===== src/rtl/keypad_entry_display.sv =====
`default_nettype none
// ============================================================================
// Module      : keypad_entry_display
// Description : Scans a ROWS x COLS active-low matrix keypad, debounces the
//               whole-frame scan result, rejects multi-key frames, emits one
//               key event per press, shifts key codes into a DIGITS-wide hex
//               buffer (with clear / backspace keys) and multiplexes that
//               buffer onto DIGITS active-low 7-segment digits.
// Ports       : clk_50M   - system clock, rising edge
//               rst       - asynchronous active-high reset
//               col       - column sense, active-low
//               row       - row drive, one-hot active-low
//               seg_led   - segments {dp,g,f,e,d,c,b,a}, active-low
//               seg_sel   - digit select, one-hot active-low
//               key_valid - one-cycle pulse per accepted press
//               key_code  - code of last accepted key (row*COLS+col)
//               digits    - hex buffer, digit 0 = most recent entry
// Revision    : 1.0 - initial release
// ============================================================================
module keypad_entry_display #(
    parameter int ROWS       = 4,
    parameter int COLS       = 4,
    parameter int DIGITS     = 4,
    parameter int SCAN_DIV   = 50000,
    parameter int DEB_FRAMES = 3,
    parameter int DISP_DIV   = 50000,
    parameter int CLR_CODE   = 15,
    parameter int BS_CODE    = 14,
    parameter int BLANK_LZ   = 1
) (
    input  logic                            clk_50M,
    input  logic                            rst,
    input  logic [COLS-1:0]                 col,
    output logic [ROWS-1:0]                 row,
    output logic [7:0]                      seg_led,
    output logic [DIGITS-1:0]               seg_sel,
    output logic                            key_valid,
    output logic [$clog2(ROWS*COLS)-1:0]    key_code,
    output logic [4*DIGITS-1:0]             digits
);

    localparam int KW  = $clog2(ROWS*COLS);
    localparam int DW  = 4*DIGITS;
    localparam int RW  = $clog2(ROWS);
    localparam int SCW = (SCAN_DIV > 1) ? $clog2(SCAN_DIV) : 1;
    localparam int DCW = (DISP_DIV > 1) ? $clog2(DISP_DIV) : 1;
    localparam int DGW = (DIGITS > 1) ? $clog2(DIGITS) : 1;

    localparam logic [3:0]    c_deb    = 4'(DEB_FRAMES);
    localparam logic [KW-1:0] c_clr    = KW'(CLR_CODE);
    localparam logic [KW-1:0] c_bs     = KW'(BS_CODE);
    localparam bit            c_clr_en = (CLR_CODE < ROWS*COLS);
    localparam bit            c_bs_en  = (BS_CODE < ROWS*COLS);

    localparam logic [1:0] c_st_idle  = 2'd0;
    localparam logic [1:0] c_st_chk   = 2'd1;
    localparam logic [1:0] c_st_press = 2'd2;
    localparam logic [1:0] c_st_rel   = 2'd3;

    // ------------------------------------------------------------------
    // Row scanning
    // ------------------------------------------------------------------
    logic [SCW-1:0] r_scan_cnt;
    logic [RW-1:0]  r_row_idx;
    logic           w_slot_end;
    logic           w_frame_end;

    assign w_slot_end  = (r_scan_cnt == SCW'(SCAN_DIV-1));
    assign w_frame_end = w_slot_end && (r_row_idx == RW'(ROWS-1));

    always_ff @(posedge clk_50M or posedge rst) begin
        if (rst) begin
            r_scan_cnt <= '0;
            r_row_idx  <= '0;
        end else if (w_slot_end) begin
            r_scan_cnt <= '0;
            r_row_idx  <= w_frame_end ? '0 : r_row_idx + 1'b1;
        end else begin
            r_scan_cnt <= r_scan_cnt + 1'b1;
        end
    end

    assign row = ~(ROWS'(1) << r_row_idx);

    // Hits in the currently driven row: count saturates at 2 (ghosting is
    // all that matters beyond one), code is the lowest low column.
    logic [1:0]    w_row_hits;
    logic [KW-1:0] w_row_code;

    always_comb begin
        w_row_hits = 2'd0;
        w_row_code = '0;
        for (int c = COLS-1; c >= 0; c--) begin
            if (!col[c]) begin
                w_row_code = KW'(int'(r_row_idx)*COLS + c);
                w_row_hits = (w_row_hits == 2'd0) ? 2'd1 : 2'd2;
            end
        end
    end

    // Frame accumulator; the last row's hits are merged combinationally so
    // the complete frame result is available on the frame-end cycle.
    logic [1:0]    r_acc_hits;
    logic [KW-1:0] r_acc_code;
    logic [2:0]    w_sum;
    logic [1:0]    w_tot_hits;
    logic [KW-1:0] w_frame_code;

    assign w_sum        = {1'b0, r_acc_hits} + {1'b0, w_row_hits};
    assign w_tot_hits   = (w_sum >= 3'd2) ? 2'd2 : w_sum[1:0];
    assign w_frame_code = (r_acc_hits != 2'd0) ? r_acc_code : w_row_code;

    always_ff @(posedge clk_50M or posedge rst) begin
        if (rst) begin
            r_acc_hits <= 2'd0;
            r_acc_code <= '0;
        end else if (w_frame_end) begin
            r_acc_hits <= 2'd0;
            r_acc_code <= '0;
        end else if (w_slot_end) begin
            r_acc_hits <= w_tot_hits;
            r_acc_code <= w_frame_code;
        end
    end

    // ------------------------------------------------------------------
    // Debounce FSM, advanced once per frame end
    // ------------------------------------------------------------------
    logic [1:0]    r_state;
    logic [3:0]    r_cnt;
    logic [KW-1:0] r_cand;
    logic          r_key_valid;
    logic [KW-1:0] r_key_code;
    logic          w_none;
    logic          w_single;
    logic [3:0]    w_cnt_inc;
    logic          w_cnt_done;

    assign w_none     = (w_tot_hits == 2'd0);
    assign w_single   = (w_tot_hits == 2'd1);
    assign w_cnt_inc  = (r_cnt == 4'hF) ? r_cnt : r_cnt + 4'd1;
    assign w_cnt_done = (w_cnt_inc >= c_deb);

    always_ff @(posedge clk_50M or posedge rst) begin
        if (rst) begin
            r_state     <= c_st_idle;
            r_cnt       <= 4'd0;
            r_cand      <= '0;
            r_key_valid <= 1'b0;
            r_key_code  <= '0;
        end else begin
            r_key_valid <= 1'b0;
            if (w_frame_end) begin
                case (r_state)
                    c_st_idle: begin
                        if (w_single) begin
                            r_cand <= w_frame_code;
                            if (DEB_FRAMES == 1) begin
                                r_state     <= c_st_press;
                                r_key_valid <= 1'b1;
                                r_key_code  <= w_frame_code;
                            end else begin
                                r_state <= c_st_chk;
                                r_cnt   <= 4'd1;
                            end
                        end
                    end
                    c_st_chk: begin
                        if (w_single && (w_frame_code == r_cand)) begin
                            r_cnt <= w_cnt_inc;
                            if (w_cnt_done) begin
                                r_state     <= c_st_press;
                                r_key_valid <= 1'b1;
                                r_key_code  <= r_cand;
                            end
                        end else begin
                            r_state <= c_st_idle;
                        end
                    end
                    c_st_press: begin
                        // Held keys never auto-repeat; only a release exits.
                        if (w_none) begin
                            if (DEB_FRAMES == 1) begin
                                r_state <= c_st_idle;
                            end else begin
                                r_state <= c_st_rel;
                                r_cnt   <= 4'd1;
                            end
                        end
                    end
                    c_st_rel: begin
                        if (w_none) begin
                            r_cnt <= w_cnt_inc;
                            if (w_cnt_done) begin
                                r_state <= c_st_idle;
                            end
                        end else begin
                            // Release bounce: back to held, no new event.
                            r_state <= c_st_press;
                        end
                    end
                    default: r_state <= c_st_idle;
                endcase
            end
        end
    end

    assign key_valid = r_key_valid;
    assign key_code  = r_key_code;

    // ------------------------------------------------------------------
    // Entry buffer
    // ------------------------------------------------------------------
    logic [3:0]    w_code4;
    logic [DW-1:0] r_digits;

    generate
        if (KW >= 4) begin : g_code_wide
            assign w_code4 = r_key_code[3:0];
        end else begin : g_code_narrow
            assign w_code4 = {{(4-KW){1'b0}}, r_key_code};
        end
    endgenerate

    always_ff @(posedge clk_50M or posedge rst) begin
        if (rst) begin
            r_digits <= '0;
        end else if (r_key_valid) begin
            if (c_clr_en && (r_key_code == c_clr)) begin
                r_digits <= '0;
            end else if (c_bs_en && (r_key_code == c_bs)) begin
                r_digits <= r_digits >> 4;
            end else begin
                r_digits <= (r_digits << 4) | DW'(w_code4);
            end
        end
    end

    assign digits = r_digits;

    // ------------------------------------------------------------------
    // Display multiplexing
    // ------------------------------------------------------------------
    logic [DCW-1:0]    r_disp_cnt;
    logic [DGW-1:0]    r_dig_idx;
    logic [DIGITS-1:0] w_lz;
    logic [3:0]        w_nib;
    logic              w_blank;
    logic [DIGITS-1:0] r_seg_sel;
    logic [7:0]        r_seg_led;

    function automatic logic [7:0] f_hex_seg(input logic [3:0] v);
        case (v)
            4'h0: f_hex_seg = 8'hC0;
            4'h1: f_hex_seg = 8'hF9;
            4'h2: f_hex_seg = 8'hA4;
            4'h3: f_hex_seg = 8'hB0;
            4'h4: f_hex_seg = 8'h99;
            4'h5: f_hex_seg = 8'h92;
            4'h6: f_hex_seg = 8'h82;
            4'h7: f_hex_seg = 8'hF8;
            4'h8: f_hex_seg = 8'h80;
            4'h9: f_hex_seg = 8'h90;
            4'hA: f_hex_seg = 8'h88;
            4'hB: f_hex_seg = 8'h83;
            4'hC: f_hex_seg = 8'hC6;
            4'hD: f_hex_seg = 8'hA1;
            4'hE: f_hex_seg = 8'h86;
            default: f_hex_seg = 8'h8E;
        endcase
    endfunction

    // A digit above 0 is a leading zero when it and everything above it is 0.
    generate
        for (genvar k = 0; k < DIGITS; k++) begin : g_lz
            assign w_lz[k] = (k != 0) && (BLANK_LZ != 0) && (r_digits[DW-1:4*k] == '0);
        end
    endgenerate

    always_comb begin
        w_nib   = 4'd0;
        w_blank = 1'b0;
        for (int k = 0; k < DIGITS; k++) begin
            if (r_dig_idx == DGW'(k)) begin
                w_nib   = r_digits[4*k +: 4];
                w_blank = w_lz[k];
            end
        end
    end

    always_ff @(posedge clk_50M or posedge rst) begin
        if (rst) begin
            r_disp_cnt <= '0;
            r_dig_idx  <= '0;
        end else if (r_disp_cnt == DCW'(DISP_DIV-1)) begin
            r_disp_cnt <= '0;
            r_dig_idx  <= (r_dig_idx == DGW'(DIGITS-1)) ? '0 : r_dig_idx + 1'b1;
        end else begin
            r_disp_cnt <= r_disp_cnt + 1'b1;
        end
    end

    // Select and segments share one register stage so they always agree.
    always_ff @(posedge clk_50M or posedge rst) begin
        if (rst) begin
            r_seg_sel <= ~DIGITS'(1);
            r_seg_led <= 8'hC0;
        end else begin
            r_seg_sel <= ~(DIGITS'(1) << r_dig_idx);
            r_seg_led <= w_blank ? 8'hFF : f_hex_seg(w_nib);
        end
    end

    assign seg_sel = r_seg_sel;
    assign seg_led = r_seg_led;

endmodule
`default_nettype wire


===== config.mk =====
export PLATFORM = sky130hd
export DESIGN_NAME = keypad_entry_display
export DESIGN_NICKNAME = d
export VERILOG_FILES = /design/src/rtl/keypad_entry_display.sv
export SDC_FILE = /design/constraint.sdc
export NUM_CORES = 1
export LEC_CHECK = 0
export ABC_CLOCK_PERIOD_IN_PS = 9000
export BUFFER_PORTS_ARGS = -buffer_cell sky130_fd_sc_hd__buf_2
export CAP_MARGIN = 20
export CORE_UTILIZATION = 45
export CTS_BUF_LIST = sky130_fd_sc_hd__clkbuf_4 sky130_fd_sc_hd__clkbuf_8
export CTS_CLUSTER_DIAMETER = 40
export DETAILED_ROUTE_END_ITERATION = 16
export GPL_TIMING_DRIVEN = 1
export SLEW_MARGIN = 15
export SYNTH_ARGS = -nofsm -noshare
export SYNTH_HDL_FRONTEND = slang
export SYNTH_SLANG_ARGS = --single-unit

===== constraint.sdc =====
create_clock -name clk_50M -period 9 [get_ports clk_50M]
set_input_delay 0.45 -clock clk_50M [delete_from_list [all_inputs] [get_ports clk_50M]]
set_output_delay 0.45 -clock clk_50M [all_outputs]
set_load 0.01 [all_outputs]

# After elaboration in Yosys (flattened, before gate mapping)
# Memory sizes are Yosys's and may differ from the RTL's.
# Cells that the tools add are included.
# Widths: inputs -> output; s select.
# totals
reg_bits,85
rom_bits,112
inputBits,6
output_inout_bits,37
elab_cells,116
n_memories,1
# classes
n_addsub,9
order_cmp,2
eq_ne,20
n_shift,2
n_mux,48
bitwise_logic,3
n_reduce_logical,17
# mem_list
memory,depth,width,rd,rd_ports_with_merged_regs,wr,line_no,rtl
(no name shown),16,7,1,0,0,253,case (v)
# op_table
cell,n
$mux 16,4
$mux 4,16
$mux 2,17
$add 16x1->16 const B,2
$eq 16x16->1 const B,2
$or 16x4->16,1
$pmux 4 s4,1
$eq 4x4->1 const B,3
$logic_not 12->1,1
$logic_not 2->1,6
$eq 2x2->1 const B,5
$reduce_and 5->1,2
$add 4x1->4 const B,2
$add 4x2->4 const B,2
$logic_not 8->1,1
$mux 1,8
$mux 8,1
$ne 2x2->1 const B,4
$not 4->4,2
$pmux 2 s4,1
$shl 1x2->4 const A,2
$eq 2x1->1 const B,3
$ne 3x3->1 const B,2
$add 2x1->2 const B,2
9 further kinds,11

# Depth between registers and ports, before layout
# Gate-level depths: netlist (run 1).
# logic_depth
word_depth,18
mapped_depth,15
depth_no_buf,14

# Worst setup path before layout (run 1)
# Ideal clock, no wire load.
# synth_timing
path_type,input-to-reg
startpoint,input col[2]
endpoint,register r_key_code[0] (netlist: key_code[0])
setup_ps,125
arrival_ps,3600
t_required_ps,8875
path_slack_ps,5275
stages,15
path_buffers,1
cell_sequence,inv_1 > ha_1 > nor3_1 > a21oi_1 > a21oi_1 > ha_1 > inv_1 > fa_1 > nand3_1 > o21bai_1 > or3b_1 > or4_1 > buf_6 > nor3_4 > mux2_2
# synth_between
elab_chain_cells,13
word_cells_on_any_way,18
classes_between,add/sub (1); order compare (1); eq/ne (2); mux (10); reduce/logical (4)
# synth_rtl
element,line_no,rtl
from (decl),33,"input logic [COLS-1:0] col,"
$mux 2,94,if (!col[c]) begin
$logic_not 2->1,96,w_row_hits = (w_row_hits == 2'd0) ? 2'd1 : 2'd2;
$mux 2,96,
$mux 2,94,
$logic_not 2->1,96,
$mux 2,96,
$mux 2,94,
$add 2x2->3,109,"assign w_sum = {1'b0, r_acc_hits} + {1'b0, w_row_hits};"
$ge 3x2->1,110,assign w_tot_hits = (w_sum >= 3'd2) ? 2'd2 : w_sum[1:0];
$mux 2,110,
$eq 2x1->1,140,assign w_single = (w_tot_hits == 2'd1);
$logic_and 1x1->1 (*),169,if (w_single && (w_frame_code == r_cand)) begin
$reduce_and 4->1 (no source line) (*),n/a,
to (signal assigned),161,r_key_code <= w_frame_code;
to (signal assigned),174,r_key_code <= r_cand;
to (decl),133,logic [KW-1:0] r_key_code;
# Every way passes the cells marked *; elsewhere a longest branch is shown, timed or not.
# A chain may end at the register's enable or synchronous reset.

# Final worst setup path (run 1)
# layout_timing
startpoint,input col[2]
endpoint,register r_key_code[2] (netlist: key_code[2])
# The elaborated chain is that of the path after synthesis.

==> impl_metrics.json, run 1 <==
{
  "setup_viol": 0,
  "worstMarginPinSlew_ns": 0.896,
  "max_freq_mhz": 264,
  "start_util": 0.474,
  "synth_seq_cells": 84,
  "grt_pass1_vias": 3208,
  "dp_slack_ns": 4.81,
  "cts-root-buf": "clkbuf_8",
  "cts_made_buffers": 9,
  "fp.dieH_um": 102,
  "synth_xor_area_frac": 0.0549,
  "irDropWorstVdd_mv": 0.0747,
  "cts_tree": "yes",
  "ys_dominant_reg_cell": "dfrtp_1",
  "fin_worst_skew_ns": 0.0130,
  "dr.pass1.iters": 4,
  "synth_cell_types": 58,
  "drcViolationCount": 0,
  "status": "completed",
  "hpwlAfterDp_um": 6240,
  "io_buffers": 41,
  "n_antenna_cell": 0,
  "path_clk_slew_ns": 0.09,
  "crit_arrival_ns": 4.04,
  "vias_per_cell": 5.34,
  "antenna_found_initial": 0,
  "cts_resized": 0,
  "cts.path.max_buffers": 2,
  "die_w_um": 102,
  "synth_top_family_by_area": "simple AND/OR/NAND/NOR gates",
  "grt_max_degree": 85,
  "end_kind": "flip-flop",
  "nets": 538,
  "synth_fp_nets": 503,
  "synthToLayoutAreaGrowth_pct": 11.9,
  "hold_viol_final": 0,
  "fin_ws_ns": 5.21,
  "required_ns": 9.25,
  "nFillCells": 866,
  "grt_pass1_wl_um": 15300,
  "drv_cap": 0,
  "routed_wl_um": 8910,
  "synthCells": 474,
  "overflow": 0,
  "gp_congestion": 0.843,
  "cp_max_fo": 8,
  "drtAntennaViolNets": 0,
  "critPathLaunchType": "input pin",
  "finish.utilization": 0.531,
  "post_cts_buffers": 0,
  "leakagePower_nw": 2.29,
  "synthSimpleGateAreaFrac": 0.185,
  "core-area_um2": 9420,
  "fin_crit_sh": 0.422,
  "setup.worst_path.class": "in2reg",
  "clkLatencyLatePin_ns": 0.35,
  "fin_tns_setup_ns": 0,
  "synth.area.mux_share": 0.0196,
  "hp-class": "in2async",
  "dieArea_um2": 10300,
  "htree_levels": 3,
  "cts_sinks": 84,
  "row_count": 35,
  "cts_hold_buf": 0,
  "synth-compound-area-share": 0.149,
  "vias": 3436,
  "synth-seq-area-share": 0.472,
  "layout-drive-gt1-share": 0.152,
  "finalCriticalPeriod_ns": 3.79,
  "synth_top_area_frac": 0.448,
  "power_per_cell_area_nw_per_um2": 142,
  "drv_slew": 0,
  "syn_area_per_cell_um2": 9.42,
  "yosys.area.top_type": "dfrtp_1",
  "io_pins": 43,
  "yosys.area_share.adder": 0.0661,
  "drt_iter0_markers": 111,
  "relSlewSlack": 0.402,
  "syn-cell-area_um2": 4470,
  "worst-r2r-setup-slack_ns": 5.66,
  "synthArstFlopShare": 1.00,
  "power_mw": 0.710,
  "yosysWarnings": 0,
  "rsz0062_at_grt": "false",
  "synth_top_cells_by_area": "dfrtp_1 (45%), ha_1 (6.2%), a21oi_1 (4.0%)",
  "timing.hold.ws_ns": 0.279,
  "grtUsageTotal": 0.190,
  "synth_edf_count": 0,
  "wl_per_cell_um": 13.8
}
## path summary, 6_finish.rpt
path	from	endpoint	depth (start not counted)
setup reg to reg	r_acc_hits[0]	key_code[2]	9
setup / recovery	col[2]	key_code[2]	15
hold / removal	rst	r_scan_cnt[9]	3
hold reg to reg	r_acc_code[1]	r_acc_code[1]	2
min in group clk_50M	r_acc_code[1]	r_acc_code[1]	2
max in group asynchronous	rst	r_state[1]	3
## layout make-up
class | count | area (µm²) | share of cell area
inverter | 40 | 151 | 0.0303
sequential | 84 | 2110 | 0.422
clock buffer | 9 | 124 | 0.0248
tap | 129 | 161 | 0.0323
timing repair buffer | 43 | 224 | 0.0448
multi-input combinational | 331 | 2130 | 0.425
clock inverter | 7 | 105 | 0.0210
## sequential cells by signal (all words and copies together), names as in the netlist
name        count
r_cnt           4
r_acc_hits      2
r_scan_cnt     16
seg_sel         4
r_row_idx       2
r_state         2
seg_led         7
digits         16
r_cand          4
r_disp_cnt     16
key_code        4
r_dig_idx       2
key_valid       1
r_acc_code      4
## synthesized netlist by cell type (3+ instances only)
cell and count:
a211oi_1 4, a21oi_1 36, a22o_1 3, and3_1 4
and4_1 3, clkbuf_1 17, dfrtp_1 80, dfstp_2 4
ha_1 22, inv_1 40, mux2_2 4, nand2_1 44
nand3_1 25, nand4_1 7, nor2_1 33, nor2b_1 4
nor3_1 15, nor3b_1 3, nor4_1 3, o21ai_0 31
o22ai_1 5, o31a_2 3, o31ai_1 7, or2_2 3
or3_1 3, or4_1 3, xnor2_1 16, xor2_1 12
## report_power, final
part	total, mW	internal (mW)	switching (mW)
sequential	0.380	0.378	0.00125
clock	0.310	0.161	0.150
combinational	0.0200	0.00600	0.0140
## metal layers
layer	vias to the layer above	share of wire	wire, µm	GRT usage
li1	1724	-	-	-
met4	0	0.012	110	0.0669
met2	78	0.48	4250	0.315
met3	12	0.037	333	0.0414
met1	1622	0.47	4220	0.245
met5	-	0	0	0
## cells in the final DEF, fill, tap and decap left out, drive strengths merged, types with 5 or more instances in the layout
| master | synthesis | final |
|---|---|---|
| o31ai | 7 | 7 |
| o22ai | 5 | 5 |
| buf | 2 | 43 |
| xor2 | 12 | 12 |
| dfrtp | 80 | 80 |
| ha | 22 | 22 |
| a21oi | 36 | 36 |
| clkbuf | 17 | 9 |
| nor3 | 16 | 16 |
| nand2 | 44 | 44 |
| nand4 | 7 | 7 |
| nor2 | 33 | 33 |
| inv | 40 | 42 |
| o21ai | 32 | 32 |
| nand3 | 25 | 25 |
| xnor2 | 16 | 16 |
## stage by stage
step | cell area, µm² | instances
after floorplan | 4470 | 474
after global placement | 4770 | 627
after detailed placement | 4770 | 627
after CTS | 4990 | 643
after global routing | 5000 | 643
final | 5000 | 643
## kinds of logic (layout without fill, tap and decap cells)
group,after synthesis,in the layout
and+or+nand+nor,163,163
other,1,1
DFF,84,84
adders and majority gates,23,23
xor gates and xnor gates,28,28
buffers and inverters,59,99
muxes,7,7
AOI/OAI and AO/OA,109,109
## critical path, cell delays in order
cell      delay (ns)
buf_2           0.12
inv_1           0.05
ha_1            0.32
nor3_1          0.15
a21oi_1         0.07
a21oi_1         0.15
ha_1            0.15
inv_1           0.04
fa_1            0.49
nand3_1         0.11
o21bai_1        0.17
or3b_1          0.36
or4_1           0.69
nor3_4          0.32
mux2_2          0.37
Note: power is estimated with default switching activity, not from simulation.
==> run 2, diff against run 1 <==
--- a/config.mk
+++ b/config.mk
@@ -5,7 +5,7 @@
 export SDC_FILE = /design/constraint.sdc
 export NUM_CORES = 1
 export LEC_CHECK = 0
-export ABC_CLOCK_PERIOD_IN_PS = 9000
+export ABC_CLOCK_PERIOD_IN_PS = 3900
 export BUFFER_PORTS_ARGS = -buffer_cell sky130_fd_sc_hd__buf_2
 export CAP_MARGIN = 20
 export CORE_UTILIZATION = 45
==> constraint.sdc (replaced) <==
create_clock -name clk_50M -period 3.9 [get_ports clk_50M]
set_input_delay 0.195 -clock clk_50M [delete_from_list [all_inputs] [get_ports clk_50M]]
set_output_delay 0.195 -clock clk_50M [all_outputs]
set_load 0.01 [all_outputs]
==> run 2 against run 1 <==
Critical path depth is 1 higher. Critical path type unchanged. Sequential cell count is the same. Final area is 0.93% higher. First-iteration DRC count is 14% lower. Clock power rose by 150%. Largest cell class unchanged. Sequential share of layout area fell by 0.39 points. Clock-buffer cell count is 3 higher. Non-clock buffer count grew 3. Global-route usage shrank 0.15 points. Total power up 140%. Die area unchanged.
==> impl_metrics.json, run 2 (same netlist as run 1, synthesis figures left out) <==
{
  "status": "completed",
  "worst-r2r-setup-slack_ns": 0.70,
  "power_per_cell_area_nw_per_um2": 336,
  "intPower_mw": 1.35,
  "hold_end": "r_acc_code[0]",
  "cp_max_fo": 7,
  "leakagePower_nw": 2.32,
  "cts_made_buffers": 9,
  "crit_family": "simple AND/OR/NAND/NOR gates",
  "overflow": 0,
  "hold_viol_final": 0,
  "hp-start": "col[0]",
  "setup_viol": 0,
  "cts.path.max_buffers": 2,
  "irDropWorstVdd_mv": 0.177,
  "wl_per_cell_um": 13.7,
  "worstMarginPinSlew_ns": 0.920,
  "layout.cells.non_filler": 646,
  "cts_sinks": 84,
  "grt_max_degree": 45,
  "setup.worst_path.class": "in2reg",
  "fin_crit_sh": 0.868,
  "vias_per_cell": 5.32,
  "dr.pass1.iters": 4,
  "post_cts_buffers": 0,
  "fp.dieH_um": 102,
  "power.net_switching_mw": 0.342,
  "fin_worst_skew_ns": 0.00739,
  "worstSetupPathDepth": 16,
  "final_common_cell": "dfrtp_1",
  "row_count": 35,
  "cts-root-buf": "clkbuf_8",
  "dieArea_um2": 10300,
  "wl_met1_um": 4260,
  "switching_share": 0.202,
  "cpMaxStageDelayCell": "or4_1",
  "relSlewSlack": 0.387,
  "start_util": 0.474,
  "htree_levels": 3,
  "r2r_end": "r_cnt[1]",
  "finalCriticalPeriod_ns": 3.39,
  "hpwlAfterDp_um": 6280,
  "pwr-share-clk": 0.456,
  "nets": 541,
  "pwr-share-seq": 0.516,
  "drcViolationCount": 0,
  "cp_cell_sequence": "buf_2, inv_1, ha_1, nor3_1, a21oi_1, a21oi_1, ha_1, inv_1, fa_1, nand3_1, o21bai_1, or3b_1, or4_1, buf_4, a211o_2, a22o_1",
  "vias": 3436,
  "antenna_found_initial": 0,
  "n_antenna_cell": 0,
  "fin_tns_setup_ns": 0,
  "end_kind": "flip-flop",
  "routed_wl_um": 8850,
  "combPwrFrac": 0.027,
  "reg2reg_depth": 10,
  "power_mw": 1.70,
  "layout-drive-gt1-share": 0.155,
  "finish.utilization": 0.536,
  "reg2reg_from": "r_acc_hits[0]",
  "drv_slew": 0,
  "max_freq_mhz": 295,
  "slowest_delay_ns": 0.58,
  "drv_cap": 0,
  "crit_buf_inv": 4,
  "hold_depth": 4,
  "nFillCells": 850,
  "wl_met2_um": 4220,
  "io_buffers": 41,
  "required_ns": 4.14,
  "clkLatencyLatePin_ns": 0.35,
  "layout_common_cells": "dfrtp_1 (80), nand2_1 (44), buf_2 (41), inv_1 (39), a21oi_1 (36)",
  "die_w_um": 102,
  "cts_hold_buf": 1,
  "synthToLayoutAreaGrowth_pct": 13.0,
  "grtUsageTotal": 0.188,
  "grt_pass1_vias": 3237,
  "dr_wl_met3_um": 217,
  "post-route-cell-area_um2": 5040,
  "top_layer_used": "met4",
  "grt_pass1_wl_um": 15400,
  "gp_congestion": 0.816,
  "rsz0062_at_grt": "false",
  "io_pins": 43,
  "drt_iter0_markers": 96,
  "drtAntennaViolNets": 0,
  "path_clk_slew_ns": 0.08,
  "placed_cells": 629,
  "crit_start": "col[2]",
  "critPathLaunchType": "input pin",
  "cts_resized": 0,
  "cts_tree": "yes",
  "hp-class": "in2reg",
  "core-area_um2": 9420,
  "crit_arrival_ns": 3.63,
  "dpl_cell_area_um2": 4780
}
-- run 2: cell count changes in the layout (fill, tap and decap cells not counted), sizes merged --
| cell | delta |
|---|---|
| dlygate4sd3 | +1 |
| buf | +2 |
| inv | -3 |
| clkbuf | +3 |
| bufinv | +1 |
| clkinvlp | -1 |
-- run 2: how the worst max path moves through the flow --
stage | slack (ns) | end
2_1_floorplan | 0.43 | key_code[0]
3_5_place_dp | 0.14 | r_cnt[1]
6_report | 0.51 | r_cnt[1]
5_1_grt | 0.32 | key_code[1]
4_1_cts | 0.52 | r_cnt[1]
3_3_place_gp | 0.22 | r_cnt[1]
-- run 2: worst register-to-register path, cell delays in order (launching register included) --
cell and delay, ns:
dfrtp_1 0.48, ha_1 0.19, inv_1 0.05, fa_1 0.49, nand3_1 0.11, o21bai_1 0.16, or3b_1 0.37, or4_1 0.58
buf_4 0.20, a211o_2 0.30, a22o_1 0.17
-- run 2: layout make-up --
class	instances	area, µm²	share of cell area
Multi-Input combinational cell	331	2130	0.421
Inverter	40	151	0.0300
Tap cell	129	161	0.0320
Clock buffer	12	159	0.0315
Timing Repair Buffer	46	245	0.0486
Sequential cell	84	2110	0.418
Clock inverter	4	95.1	0.0188
-- run 2: routing by layer --
layer | GRT usage | up-vias
met5 | 0 | -
li1 | - | 1726
met1 | 0.252 | 1648
met2 | 0.307 | 51
met3 | 0.0255 | 11
met4 | 0.0803 | 0
-- run 2: power groups by stage --
stage	Combinational, mW	Sequential [mW]	Clock (mW)
detailed placement	0.0473	0.893	0
global placement	0.0460	0.893	0
floorplan	0.0335	0.892	0
global route	0.0550	0.876	0.823
CTS	0.0481	0.876	0.794
finish	0.0461	0.876	0.774
-- run 2: through the flow --
step	hold WS, ns	worst slack, ns
4_1_cts	0.363	0.519
3_3_place_gp	0.339	0.216
2_1_floorplan	0.442	0.430
3_5_place_dp	0.356	0.140
5_1_grt	0.395	0.322
6_report	0.369	0.513
==> run 3, diff against run 2 <==
--- a/config.mk
+++ b/config.mk
@@ -13,6 +13,7 @@
 export CTS_CLUSTER_DIAMETER = 40
 export DETAILED_ROUTE_END_ITERATION = 16
 export GPL_TIMING_DRIVEN = 1
+export PLACE_DENSITY_LB_ADDON = 0.12
 export SLEW_MARGIN = 15
 export SYNTH_ARGS = -nofsm -noshare
 export SYNTH_HDL_FRONTEND = slang
==> run 3 against run 2 <==
The run now ends with negative hold slack left. Sequential power is essentially flat. Cell count down 0.31%. Largest power group unchanged. Final area fell by 1.0%. Clock power fell by 13%. Setup slack worse by 0.023 ns. Non-clock buffer count decreased by 2. Critical endpoint unchanged.
==> impl_metrics.json, run 3 (same netlist as run 1, synthesis figures left out) <==
{
  "status": "finished, violations left",
  "violations": "negative hold slack",
  "n_antenna_cell": 0,
  "cts.path.max_buffers": 2,
  "cts-root-buf": "clkbuf_8",
  "cts_hold_buf": 0,
  "grt_max_degree": 51,
  "irDropWorstVdd_mv": 0.176,
  "drt_iter0_markers": 108,
  "synthToLayoutAreaGrowth_pct": 11.8,
  "fin_tns_setup_ns": 0,
  "drv_cap": 0,
  "row_count": 35,
  "power_mw": 1.59,
  "fp.dieH_um": 102,
  "cts_made_buffers": 9,
  "hold_viol_final": 15,
  "crit_arrival_ns": 3.65,
  "final_common_cell": "dfrtp_1",
  "power_per_cell_area_nw_per_um2": 319,
  "nFillCells": 880,
  "required_ns": 4.14,
  "setup_viol": 0,
  "r2r_end": "r_cnt[1]",
  "worst-r2r-setup-slack_ns": 0.66,
  "dpl_cell_area_um2": 4770,
  "htree_levels": 3,
  "setup.worst_path.class": "in2reg",
  "timing.hold.ws_ns": -0.0178,
  "io_pins": 43,
  "drtAntennaViolNets": 0,
  "layout-drive-gt1-share": 0.153,
  "fin_worst_skew_ns": 0.00895,
  "cts_tree": "yes",
  "cts_resized": 0,
  "fin_crit_sh": 0.874,
  "vias": 3415,
  "relSlewSlack": 0.406,
  "grt_pass1_wl_um": 15400,
  "die_w_um": 102,
  "overflow": 0,
  "finalCriticalPeriod_ns": 3.41,
  "rsz0062_at_grt": "false",
  "start_util": 0.474,
  "end_kind": "flip-flop",
  "cp_max_fo": 7,
  "gp_congestion": 0.837,
  "grt_pass1_vias": 3311,
  "path_clk_slew_ns": 0.08,
  "reg2reg_depth": 10,
  "wl_per_cell_um": 13.7,
  "critPathLaunchType": "input pin",
  "io_buffers": 41,
  "core-area_um2": 9420,
  "vias_per_cell": 5.30,
  "cts_sinks": 84,
  "drcViolationCount": 0,
  "leakagePower_nw": 2.29,
  "routed_wl_um": 8800,
  "layout_common_cells": "dfrtp_1 (80), nand2_1 (44), buf_2 (41), inv_1 (39), a21oi_1 (36)",
  "dieArea_um2": 10300,
  "max_freq_mhz": 293,
  "antenna_found_initial": 0,
  "drv_slew": 0,
  "layout.cells.non_filler": 644,
  "clkLatencyLatePin_ns": 0.35,
  "dr.pass1.iters": 4,
  "hpwlAfterDp_um": 6250,
  "nets": 539,
  "reg2reg_from": "r_acc_hits[0]",
  "placed_cells": 628,
  "post_cts_buffers": 0,
  "worstMarginPinSlew_ns": 0.891,
  "hp-class": "in2async",
  "post-route-cell-area_um2": 4990,
  "grtUsageTotal": 0.189
}
run 3: changes by cell type in the layout (fill, tap and decap cells not counted), sizes merged:
| cell | before | now |
|---|---|---|
| clkinvlp | 0 | 1 |
| dlygate4sd3 | 1 | 0 |
| buf | 45 | 44 |
| bufinv | 3 | 1 |
| inv | 39 | 40 |
run 3: critical path, cell delays in order:
cell      delay, ns
buf_2          0.12
inv_1          0.05
ha_1           0.32
nor3_1         0.15
a21oi_1        0.06
a21oi_1        0.15
ha_1           0.15
inv_1          0.04
fa_1           0.49
nand3_1        0.11
o21bai_1       0.17
or3b_1         0.38
or4_1          0.59
buf_4          0.20
a211o_2        0.30
a22o_1         0.17
run 3: cell type report:
type / instances / area [µm²] / area share
Clock buffer: 12 / 165 / 0.0331
Clock inverter: 4 / 55.1 / 0.0110
Inverter: 40 / 151 / 0.0303
Multi-Input combinational cell: 331 / 2130 / 0.426
Sequential cell: 84 / 2110 / 0.422
Tap cell: 129 / 161 / 0.0323
Timing Repair Buffer: 44 / 228 / 0.0456
run 3: metal layers:
metal  global-route usage  routed length (µm)  up-vias
met5                    0                   0        -
met4               0.0580                 100        0
met3               0.0324                 274       10
met2                0.320                4140       69
met1                0.249                4290     1608
li1                     -                   -     1728
run 3: stage by stage:
step           setup WS [ns]  utilization  hold WS [ns]
3_5_place_dp           0.151        0.507         0.392
5_1_grt                0.271        0.530        0.0583
3_3_place_gp           0.212        0.507         0.384
6_report               0.490        0.530       -0.0178
4_1_cts                0.501        0.530       0.00570
2_1_floorplan          0.430            -         0.442
run 3: how the worst max path moves through the flow:
stage,from,endpoint,slack [ns],cells after the start
after floorplan,col[2],key_code[0],0.43,15
after global placement,col[2],r_cnt[1],0.21,16
after detailed placement,col[2],key_code[1],0.15,15
after CTS,col[2],r_cnt[1],0.50,16
after global routing,col[2],r_state[0],0.27,16
final,col[2],r_cnt[1],0.49,16
run 3: where the power goes:
part	total, mW	switching, mW	internal, mW
logic	0.0457	0.0322	0.0135
clock network	0.670	0.318	0.352
registers	0.876	0.00287	0.873
total	1.59	0.353	1.24
